## config.mk

```make
export PLATFORM = sky130hd
export DESIGN_NAME = digit_scanner
export DESIGN_NICKNAME = d
export VERILOG_FILES = /design/src/rtl/digit_scanner.sv
export SDC_FILE = /design/constraint.sdc
export NUM_CORES = 1
export LEC_CHECK = 0
export ABC_AREA = 1
export CORE_UTILIZATION = 63
export DETAILED_ROUTE_END_ITERATION = 16
export HOLD_SLACK_MARGIN = 0.15
export PLACE_DENSITY = 0.9
export SKIP_LAST_GASP = 1
export SLEW_MARGIN = 20
export SYNTH_ARGS = -nofsm -noshare
export SYNTH_HDL_FRONTEND = slang
export SYNTH_SLANG_ARGS = --single-unit
```

## constraint.sdc

```tcl
create_clock -name clk -period 3.9 [get_ports clk]
set_clock_uncertainty 0.1 [all_clocks]
set_input_delay 0.78 -clock clk [delete_from_list [all_inputs] [get_ports clk]]
set_output_delay 0.78 -clock clk [all_outputs]
set_load 0.05 [all_outputs]
```

## src/rtl/digit_scanner.sv

```systemverilog
// Four-digit multiplexed 7-segment scanner with frame shadows and adjust blink.
// Optional LEADING_ZERO_BLANK_EN blanks a zero minute-tens digit.
module digit_scanner #(
  parameter int REFRESH_DIV = 100000,
  parameter int BLINK_DIV   = 25000000
) (
  input  logic       clk,
  input  logic       rst,
  input  logic [3:0] minute1,
  input  logic [3:0] minute2,
  input  logic [3:0] second1,
  input  logic [3:0] second2,
  input  logic       adj,
  input  logic       sel,
  output logic [3:0] an,
  output logic [6:0] seg,
  output logic       dp
);

  localparam int RW = $clog2(REFRESH_DIV);
  localparam int BW = $clog2(BLINK_DIV);

  logic [RW-1:0]   rcnt;
  logic [BW-1:0]   bcnt;
  logic [1:0]      idx;
  logic            phase;
  logic [3:0][3:0] sh;

  logic       tick;
  logic       btick;
  logic [3:0] digit;
  logic       blank;
  logic [6:0] glyph;

  assign tick  = (rcnt == RW'(REFRESH_DIV - 1));
  assign btick = (bcnt == BW'(BLINK_DIV - 1));

  always_comb begin
    digit = sh[idx];
    // sel=1 targets the seconds pair, which lives at idx 0 and 1
    blank = adj & phase & (sel == ~idx[1]);
`ifdef LEADING_ZERO_BLANK_EN
    if (idx == 2'd3 && digit == 4'd0)
      blank = 1'b1;
`endif
    case (digit)
      4'd0:    glyph = 7'b1000000;
      4'd1:    glyph = 7'b1111001;
      4'd2:    glyph = 7'b0100100;
      4'd3:    glyph = 7'b0110000;
      4'd4:    glyph = 7'b0011001;
      4'd5:    glyph = 7'b0010010;
      4'd6:    glyph = 7'b0000010;
      4'd7:    glyph = 7'b1111000;
      4'd8:    glyph = 7'b0000000;
      4'd9:    glyph = 7'b0010000;
      default: glyph = 7'b0111111;
    endcase
  end

  always_ff @(posedge clk or posedge rst) begin
    if (rst) begin
      rcnt  <= '0;
      bcnt  <= '0;
      idx   <= 2'd0;
      phase <= 1'b0;
      sh    <= '0;
      an    <= 4'b1111;
      seg   <= 7'b1111111;
      dp    <= 1'b1;
    end else begin
      rcnt <= tick ? '0 : rcnt + 1'b1;
      bcnt <= btick ? '0 : bcnt + 1'b1;
      if (btick)
        phase <= ~phase;
      if (tick) begin
        idx <= idx + 2'd1;
        if (idx == 2'd3)
          sh <= {minute1, minute2, second1, second2};
      end
      an  <= blank ? 4'b1111 : ~(4'b0001 << idx);
      seg <= blank ? 7'b1111111 : glyph;
      dp  <= ~((idx == 2'd2) & ~blank);
    end
  end

endmodule

```

==> results of run 1 <==
-- cell usage after synthesis, drive strengths merged (2+ instances only) --
| library cell | n |
|---|---|
| nand2 | 144 |
| nor2 | 82 |
| nor3 | 6 |
| xnor2 | 5 |
| dfrtp | 61 |
| buf | 6 |
| nand3b | 7 |
| nand4 | 5 |
| inv | 74 |
| ha | 12 |
| dfstp | 11 |
| o21ai | 20 |
| nand3 | 44 |
| a21oi | 2 |
| xor2 | 17 |
-- worst max-delay path by stage --
| stage | start | endpoint | slack [ns] | cells past startpoint |
|---|---|---|---|---|
| CTS | an[2] | dp | 1.34 | 1 |
| global placement | rst | bcnt[15] | 1.61 | 3 |
| finish | an[2] | dp | 1.35 | 1 |
| floorplan | rst | bcnt[0] | 1.21 | 1 |
| detailed placement | rst | bcnt[24] | 1.56 | 3 |
| global route | an[2] | dp | 1.32 | 1 |
-- sequential cells by signal, indices dropped and copies added (netlist names) --
register,flops
bcnt,25
an,4
phase,1
idx,2
seg,7
rcnt,17
sh,16
-- cell type report --
class | instances | area share
Sequential cell | 72 | 0.4052
Clock buffer | 14 | 0.03854
Inverter | 74 | 0.06283
Multi-Input combinational cell | 347 | 0.3865
Tap cell | 75 | 0.02094
Timing Repair Buffer | 33 | 0.07261
Clock inverter | 2 | 0.01340
-- per-layer routing --
layer	up-vias	routed length, um
met3	16	349
met5	-	0
met2	93	4435
li1	1609	-
met4	0	147
met1	1549	3364
-- per-stage QoR --
step	cell area (sq um)	total power, W	hold WS (ns)
3_5_place_dp	4247	0.0008011	0.3714
3_3_place_gp	4247	0.0007996	0.3486
4_1_cts	4479	0.001469	0.3867
5_1_grt	4481	0.001512	0.4087
6_report	4481	0.001459	0.3832
2_1_floorplan	3887	0.0007760	0.3297
-- cells by family after synthesis --
kind of cell,after synthesis,share of synthesized area
adder cells (fa/ha/maj),12,0.03862
AO/OA/AOI/OAI,24,0.04184
flip-flops,72,0.4670
buffers and inverters,81,0.08755
AND/OR/NAND/NOR,289,0.3154
XOR/XNOR,22,0.04956
-- where the power goes --
group          total (W)  internal [W]  switching (W)
registers       0.000747      0.000747              0
clock network   0.000673      0.000414       0.000259
logic          0.0000393     0.0000192      0.0000200
total            0.00146       0.00118       0.000279
==> results.sh, run 1 <==
export IMPL_diodes=0
export IMPL_drc=0
export IMPL_num_vias=3267
export IMPL_wl_um=8297
export IMPL_cts_buffer_depth=2
export IMPL_reg2reg_from="rcnt[0]"
export IMPL_slew_limit_headroom=0.3853
export IMPL_path_class="reg -> out"
export IMPL_instances_no_fill=617
export IMPL_num_fill_cells=410
export IMPL_ff_latch_area_sq_um=1815
export IMPL_min_period_ns=2.552
export IMPL_finalCritPeriodShare=0.6544
export IMPL_required_ns=3.02
export IMPL_hold_buffers=0
export IMPL_drtAntennaViolNets=0
export IMPL_status="completed"
export IMPL_synth_nets=532
export IMPL_clock_sinks=72
export IMPL_cts_tree="done"
export IMPL_multi_input_area_sq_um=1732
export IMPL_syn_to_final_growth_pct=15.26
export IMPL_worstSkewPairLatency_ns=0.34
export IMPL_pre_cts_slack_ns=1.562
export IMPL_overflow=0
export IMPL_final_setup_viol_count=0
export IMPL_vias_per_cell=5.295
export IMPL_antenna_found_initial=0
export IMPL_cts_reportedPaths_clkPinSlew_ns=0.07
export IMPL_grtUsageMet2=0.5178
export IMPL_die_h_um=80.56
export IMPL_ios=32
export IMPL_critPathLaunchType="flip-flop"
export IMPL_syn_inst=500
export IMPL_hold_viol=0
export IMPL_hold_end="bcnt[0]"
export IMPL_leakage_nw=2.235
export IMPL_core_area_sq_um=5921
export IMPL_syn_avg_cell_area_sq_um=7.775
export IMPL_synth_top_flop_cell="dfrtp_1"
export IMPL_cp_end_kind="output pin"
export IMPL_grt_pass1_vias=3242
export IMPL_cp_top_family="buffers and inverters"
export IMPL_synth_edff_count=0
export IMPL_io_buffer_count=31
export IMPL_async_flop_share=1.000
export IMPL_postLayoutSetupSlackWorst_ns=1.348
export IMPL_h_tree_depth=3
export IMPL_cp_cell_sequence="clkdlybuf4s50_1"
export IMPL_firstDrtPassIters=5
export IMPL_netlist_area_sq_um=3887
export IMPL_path_max_fanout=2
export IMPL_worst_path_buf_inv=1
export IMPL_cts_resized_gates=0
export IMPL_r2r_end="sh[5]"
export IMPL_grtUsageMet3=0.05114
export IMPL_cp_arrival_ns=1.67
export IMPL_initial_core_util=0.6566
export IMPL_synth_largest_area_cell="dfrtp_1"
export IMPL_critPathMaxStageDelay_ns=0.80
export IMPL_final_cell_mix="nand2_1 (141), nor2_1 (76), inv_1 (70)"
export IMPL_place_gp_congestion=0.9276
export IMPL_cts_inserted_buffers=9
export IMPL_rows=28
export IMPL_synth_top_area_share=0.3927
export IMPL_post_dp_hpwl_um=6113
export IMPL_drv_cap=0
export IMPL_nets=569
export IMPL_max_freq_ghz=0.3918
export IMPL_drtIter0Drc=186
export IMPL_ys_warn_count=0
export IMPL_track_usage=0.2856
export IMPL_synthTopCellsByArea="dfrtp_1 (39%), nand2_1 (14%), dfstp_2 (7.4%)"
export IMPL_cts_root_buf="clkbuf_8"
export IMPL_cts_setup_buffers=0
export IMPL_grt_pass1_wl_um=14040
export IMPL_regToRegSetupSlack_ns=1.71
export IMPL_hp_class="reg -> reg"
export IMPL_globalRouteMet1Util=0.3294
export IMPL_grt_max_degree=57
export IMPL_ys_types=28
export IMPL_placed_cells=601
export IMPL_ys_seq_elements=72
export IMPL_final_util=0.7568
export IMPL_layout_commonest_cell="nand2_1"
export IMPL_wl_per_cell_um=13.45
export IMPL_crit_slowest_cell="clkdlybuf4s50_1"
export IMPL_holdPathStages=1
export IMPL_worstHoldStart="bcnt[0]"
export IMPL_rsz0062_at_grt="no"
export IMPL_drive_above_1_share=0.09594
export IMPL_worst_slew_pin_slew_ns=0.9209
export IMPL_fin_setup_tns_ns=0
export IMPL_power_density_nw_per_um2=325.6
export IMPL_slew_violations=0
export IMPL_dieWidth_um=80.56
export IMPL_ir_drop_mv=0.2315
export IMPL_r2r_cells=7
export IMPL_grt_busiest_layer="met2"
export IMPL_seq_area_frac_synth=0.4670
export IMPL_dieArea_sq_um=6489
No activity file was read; power rests on OpenSTA's default activity.
==> run 2: changes to the inputs <==
--- a/config.mk
+++ b/config.mk
@@ -6,10 +6,10 @@
 export NUM_CORES = 1
 export LEC_CHECK = 0
 export ABC_AREA = 1
-export CORE_UTILIZATION = 63
+export CORE_UTILIZATION = 58
 export DETAILED_ROUTE_END_ITERATION = 16
 export HOLD_SLACK_MARGIN = 0.15
-export PLACE_DENSITY = 0.9
+export PLACE_DENSITY = 0.84
 export SKIP_LAST_GASP = 1
 export SLEW_MARGIN = 20
 export SYNTH_ARGS = -nofsm -noshare
==> constraint.sdc (replaced) <==
create_clock -name clk -period 2.5 [get_ports clk]
set_clock_uncertainty 0.1 [all_clocks]
set_input_delay 0.5 -clock clk [delete_from_list [all_inputs] [get_ports clk]]
set_output_delay 0.5 -clock clk [all_outputs]
set_load 0.05 [all_outputs]
==> results.sh, run 2 (synthesized netlist as in run 1, its figures left out) <==
export IMPL_status="completed"
export IMPL_rsz0062_at_grt="no"
export IMPL_overflow=0
export IMPL_vias_per_cell=5.203
export IMPL_initial_core_util=0.6053
export IMPL_wl_um=7690
export IMPL_dieWidth_um=83.87
export IMPL_crit_slowest_cell="clkdlybuf4s50_1"
export IMPL_design_area_sq_um=4536
export IMPL_cp_arrival_ns=1.66
export IMPL_placed_area_sq_um=4282
export IMPL_path_class="reg -> out"
export IMPL_worst_path_buf_inv=1
export IMPL_finalCritPeriodShare=0.9049
export IMPL_top_register="bcnt"
export IMPL_r2r_cells=9
export IMPL_cts_reportedPaths_clkPinSlew_ns=0.07
export IMPL_max_freq_ghz=0.4420
export IMPL_place_gp_congestion=0.9170
export IMPL_h_tree_depth=3
export IMPL_required_ns=1.90
export IMPL_drtIter0Drc=131
export IMPL_post_dp_hpwl_um=5575
export IMPL_cts_inserted_buffers=9
export IMPL_cp_top_family="buffers and inverters"
export IMPL_grt_pass1_vias=3101
export IMPL_syn_to_final_growth_pct=16.67
export IMPL_largestRegisters="bcnt (25), rcnt (17), sh (16)"
export IMPL_io_buffer_count=31
export IMPL_worstSkewPairLatency_ns=0.35
export IMPL_fin_setup_tns_ns=0
export IMPL_ff_latch_area_sq_um=1815
export IMPL_cp_num_cells=1
export IMPL_layout_commonest_cell="nand2_1"
export IMPL_worst_slew_pin_slew_ns=0.5463
export IMPL_leakage_nw=2.257
export IMPL_final_util=0.7062
export IMPL_cts_tree="done"
export IMPL_die_h_um=83.87
export IMPL_drtAntennaViolNets=0
export IMPL_largest_reg_flops=25
export IMPL_ios=32
export IMPL_firstDrtPassIters=5
export IMPL_cp_cell_sequence="clkdlybuf4s50_1"
export IMPL_grt_pass1_wl_um=13250
export IMPL_hold_buffers=0
export IMPL_cts_setup_buffers=0
export IMPL_hold_viol=0
export IMPL_critPathMaxStageDelay_ns=0.79
export IMPL_cts_root_buf="clkbuf_8"
export IMPL_num_vias=3226
export IMPL_final_setup_viol_count=0
export IMPL_diodes=0
export IMPL_nets=570
export IMPL_min_period_ns=2.262
export IMPL_antenna_found_initial=0
export IMPL_num_fill_cells=496
export IMPL_power_density_nw_per_um2=523.8
export IMPL_slew_violations=0
export IMPL_path_max_fanout=1
export IMPL_hp_class="reg -> reg"
export IMPL_cp_end_kind="output pin"
export IMPL_ir_drop_mv=0.3781
export IMPL_pre_cts_slack_ns=0.5997
export IMPL_grt_max_degree=33
export IMPL_clock_sinks=72
export IMPL_drive_above_1_share=0.1013
export IMPL_dieArea_sq_um=7034
export IMPL_track_usage=0.2388
export IMPL_drc=0
export IMPL_core_area_sq_um=6422
export IMPL_postLayoutSetupSlackWorst_ns=0.2377
export IMPL_multi_input_area_sq_um=1732
export IMPL_critPathLaunchType="flip-flop"
export IMPL_slew_limit_headroom=0.6352
export IMPL_holdPathStages=1
export IMPL_cts_resized_gates=0
export IMPL_final_cell_mix="nand2_1 (141), nor2_1 (76), inv_1 (70)"
export IMPL_rows=29
export IMPL_drv_cap=0
export IMPL_wl_per_cell_um=12.40
export IMPL_cts_buffer_depth=2
run 2: cell types whose count changed in the layout (fill, tap and decap cells not counted), sizes merged:
cell	before	now
clkbuf	14	11
inv	73	74
clkinvlp	0	1
buf	2	3
bufinv	2	3
run 2: layout make-up:
class | count | share of cell area
multi-input cells | 347 | 0.3818
repair buffers | 34 | 0.07890
inverters | 74 | 0.06179
flip-flops and latches | 72 | 0.4003
clock inverters | 5 | 0.02262
clock buffers | 11 | 0.03338
well taps | 77 | 0.02124
run 2: per-stage QoR:
| step | hold WS [ns] | power [W] | cells |
|---|---|---|---|
| final | 0.3604 | 0.002376 | 620 |
| after global routing | 0.3937 | 0.002449 | 620 |
| after CTS | 0.3601 | 0.002399 | 620 |
| after detailed placement | 0.3499 | 0.001255 | 604 |
| after global placement | 0.3439 | 0.001254 | 604 |
| after floorplan | 0.3297 | 0.001211 | 500 |
run 2: path summary, 6_finish.rpt:
| path | from | end | slack (ns) |
|---|---|---|---|
| min in group asynchronous | rst | idx[0] | 0.42 |
| min | bcnt[0] | bcnt[0] | 0.36 |
| max reg2reg | idx[0] | seg[5] | 0.61 |
| max | seg[4] | seg[4] | 0.24 |
| max in group asynchronous | rst | an[3] | 1.30 |
| min reg2reg | bcnt[0] | bcnt[0] | 0.36 |
run 2: report_power, final:
part | internal [W] | switching, W
sequential | 0.00116 | 0
combinational | 0.0000341 | 0.0000318
clock | 0.000716 | 0.000429
total | 0.00191 | 0.000461
run 2: metal layers:
| metal | vias up | share of wire | wire (um) | GRT usage |
|---|---|---|---|---|
| met5 | - | 0 | 0 | 0 |
| li1 | 1606 | - | - | - |
| met4 | 0 | 0.020 | 157 | 0.09718 |
| met1 | 1516 | 0.41 | 3159 | 0.2618 |
| met3 | 14 | 0.041 | 319 | 0.05836 |
| met2 | 90 | 0.53 | 4053 | 0.4396 |
==> run 3: changes to the inputs <==
--- a/config.mk
+++ b/config.mk
@@ -6,6 +6,8 @@
 export NUM_CORES = 1
 export LEC_CHECK = 0
 export ABC_AREA = 1
+export CAP_MARGIN = 20
+export CORE_MARGIN = 10
 export CORE_UTILIZATION = 58
 export DETAILED_ROUTE_END_ITERATION = 16
 export HOLD_SLACK_MARGIN = 0.15
==> results.sh, run 3 (synthesized netlist as in run 1, its figures left out) <==
export IMPL_cts_tree="done"
export IMPL_core_area_sq_um=6422
export IMPL_path_max_fanout=2
export IMPL_drtAntennaViolNets=0
export IMPL_cts_buffer_depth=2
export IMPL_place_gp_congestion=0.9510
export IMPL_vias_per_cell=5.130
export IMPL_cts_inserted_buffers=9
export IMPL_required_ns=1.90
export IMPL_worstSkewPairLatency_ns=0.35
export IMPL_cts_setup_buffers=0
export IMPL_die_h_um=101.9
export IMPL_ir_drop_mv=0.3977
export IMPL_cts_resized_gates=0
export IMPL_worst_path_buf_inv=1
export IMPL_fin_setup_tns_ns=0
export IMPL_firstDrtPassIters=4
export IMPL_whs_ns=0.3600
export IMPL_initial_core_util=0.6053
export IMPL_io_buffer_count=31
export IMPL_grt_pass1_vias=3298
export IMPL_wl_per_cell_um=12.86
export IMPL_cts_reportedPaths_clkPinSlew_ns=0.07
export IMPL_cp_cell_sequence="clkdlybuf4s50_1"
export IMPL_wl_um=7985
export IMPL_overflow=0
export IMPL_status="completed"
export IMPL_dieArea_sq_um=10380
export IMPL_largest_reg_flops=25
export IMPL_path_class="reg -> out"
export IMPL_power_density_nw_per_um2=500.1
export IMPL_cp_arrival_ns=1.72
export IMPL_grt_pass1_wl_um=14350
export IMPL_dieWidth_um=101.9
export IMPL_critPathLaunchType="flip-flop"
export IMPL_largestRegisters="bcnt (25), rcnt (17), sh (16)"
export IMPL_grt_max_degree=33
export IMPL_max_freq_ghz=0.4316
export IMPL_slew_violations=0
export IMPL_syn_to_final_growth_pct=15.67
export IMPL_finalCritPeriodShare=0.9268
export IMPL_final_setup_viol_count=0
export IMPL_critPathMaxStageDelay_ns=0.82
export IMPL_post_dp_hpwl_um=6015
export IMPL_cts_root_buf="clkbuf_8"
export IMPL_drtIter0Drc=146
export IMPL_rows=29
export IMPL_totalPowerFinal_w=0.002249
export IMPL_worst_slew_pin_slew_ns=0.5403
export IMPL_hold_viol=0
export IMPL_cp_end_kind="output pin"
export IMPL_slew_limit_headroom=0.6393
export IMPL_hp_class="reg -> reg"
export IMPL_rsz0062_at_grt="no"
export IMPL_track_usage=0.1707
export IMPL_final_cell_mix="nand2_1 (141), nor2_1 (76), inv_1 (70)"
export IMPL_ios=32
export IMPL_hold_buffers=0
export IMPL_leakage_nw=2.244
export IMPL_top_register="bcnt"
export IMPL_crit_slowest_cell="clkdlybuf4s50_1"
export IMPL_layout_commonest_cell="nand2_1"
export IMPL_diodes=0
export IMPL_nets=571
export IMPL_drc=0
export IMPL_num_vias=3186
export IMPL_drv_cap=0
export IMPL_cp_top_family="buffers and inverters"
export IMPL_antenna_found_initial=0
export IMPL_drive_above_1_share=0.1029
export IMPL_min_period_ns=2.317
export IMPL_clock_sinks=72
export IMPL_h_tree_depth=3
export IMPL_num_fill_cells=515
[run 3: routing by layer]
| layer | vias up | global-route usage | share of wire |
|---|---|---|---|
| met1 | 1486 | 0.1874 | 0.42 |
| met4 | 0 | 0.08568 | 0.032 |
| met3 | 23 | 0.03846 | 0.029 |
| li1 | 1619 | - | - |
| met5 | - | 0 | 0 |
| met2 | 58 | 0.3047 | 0.52 |
[run 3: final timing paths]
check	cells past startpoint	startpoint	slack (ns)	endpoint
max	1	an[2]	0.18	an[2]
min	1	bcnt[0]	0.36	bcnt[0]
max reg2reg	9	idx[0]	0.61	seg[5]
min reg2reg	1	bcnt[0]	0.36	bcnt[0]
max in group asynchronous	3	rst	1.28	seg[6]
min in group asynchronous	2	rst	0.40	rcnt[10]
[run 3: cell type report]
type	instances	area [sq um]	share of cell area
sequential	72	1815	0.4037
timing repair buffer	35	352.8	0.07846
tap	77	96.34	0.02142
clock buffer	10	137.6	0.03061
clock inverter	6	82.58	0.01836
inverter	74	280.3	0.06233
multi-input combinational	347	1732	0.3851
[run 3: power by group]
| group | switching [W] | internal, W | total, W |
|---|---|---|---|
| Sequential | 0 | 0.00116 | 0.00116 |
| Combinational | 0.0000317 | 0.0000330 | 0.0000647 |
| Clock | 0.000436 | 0.000583 | 0.00102 |
[run 3: stage by stage]
stage                     setup slack (ns)  area (sq um)    util  std cells
final                               0.1831          4497  0.7002        621
after CTS                           0.1643          4497  0.7002        621
after global placement              0.5923          4277  0.6659        605
after floorplan                    0.09329          3887       -        500
after detailed placement            0.5522          4277  0.6659        605
after global routing                0.1474          4497  0.7002        621
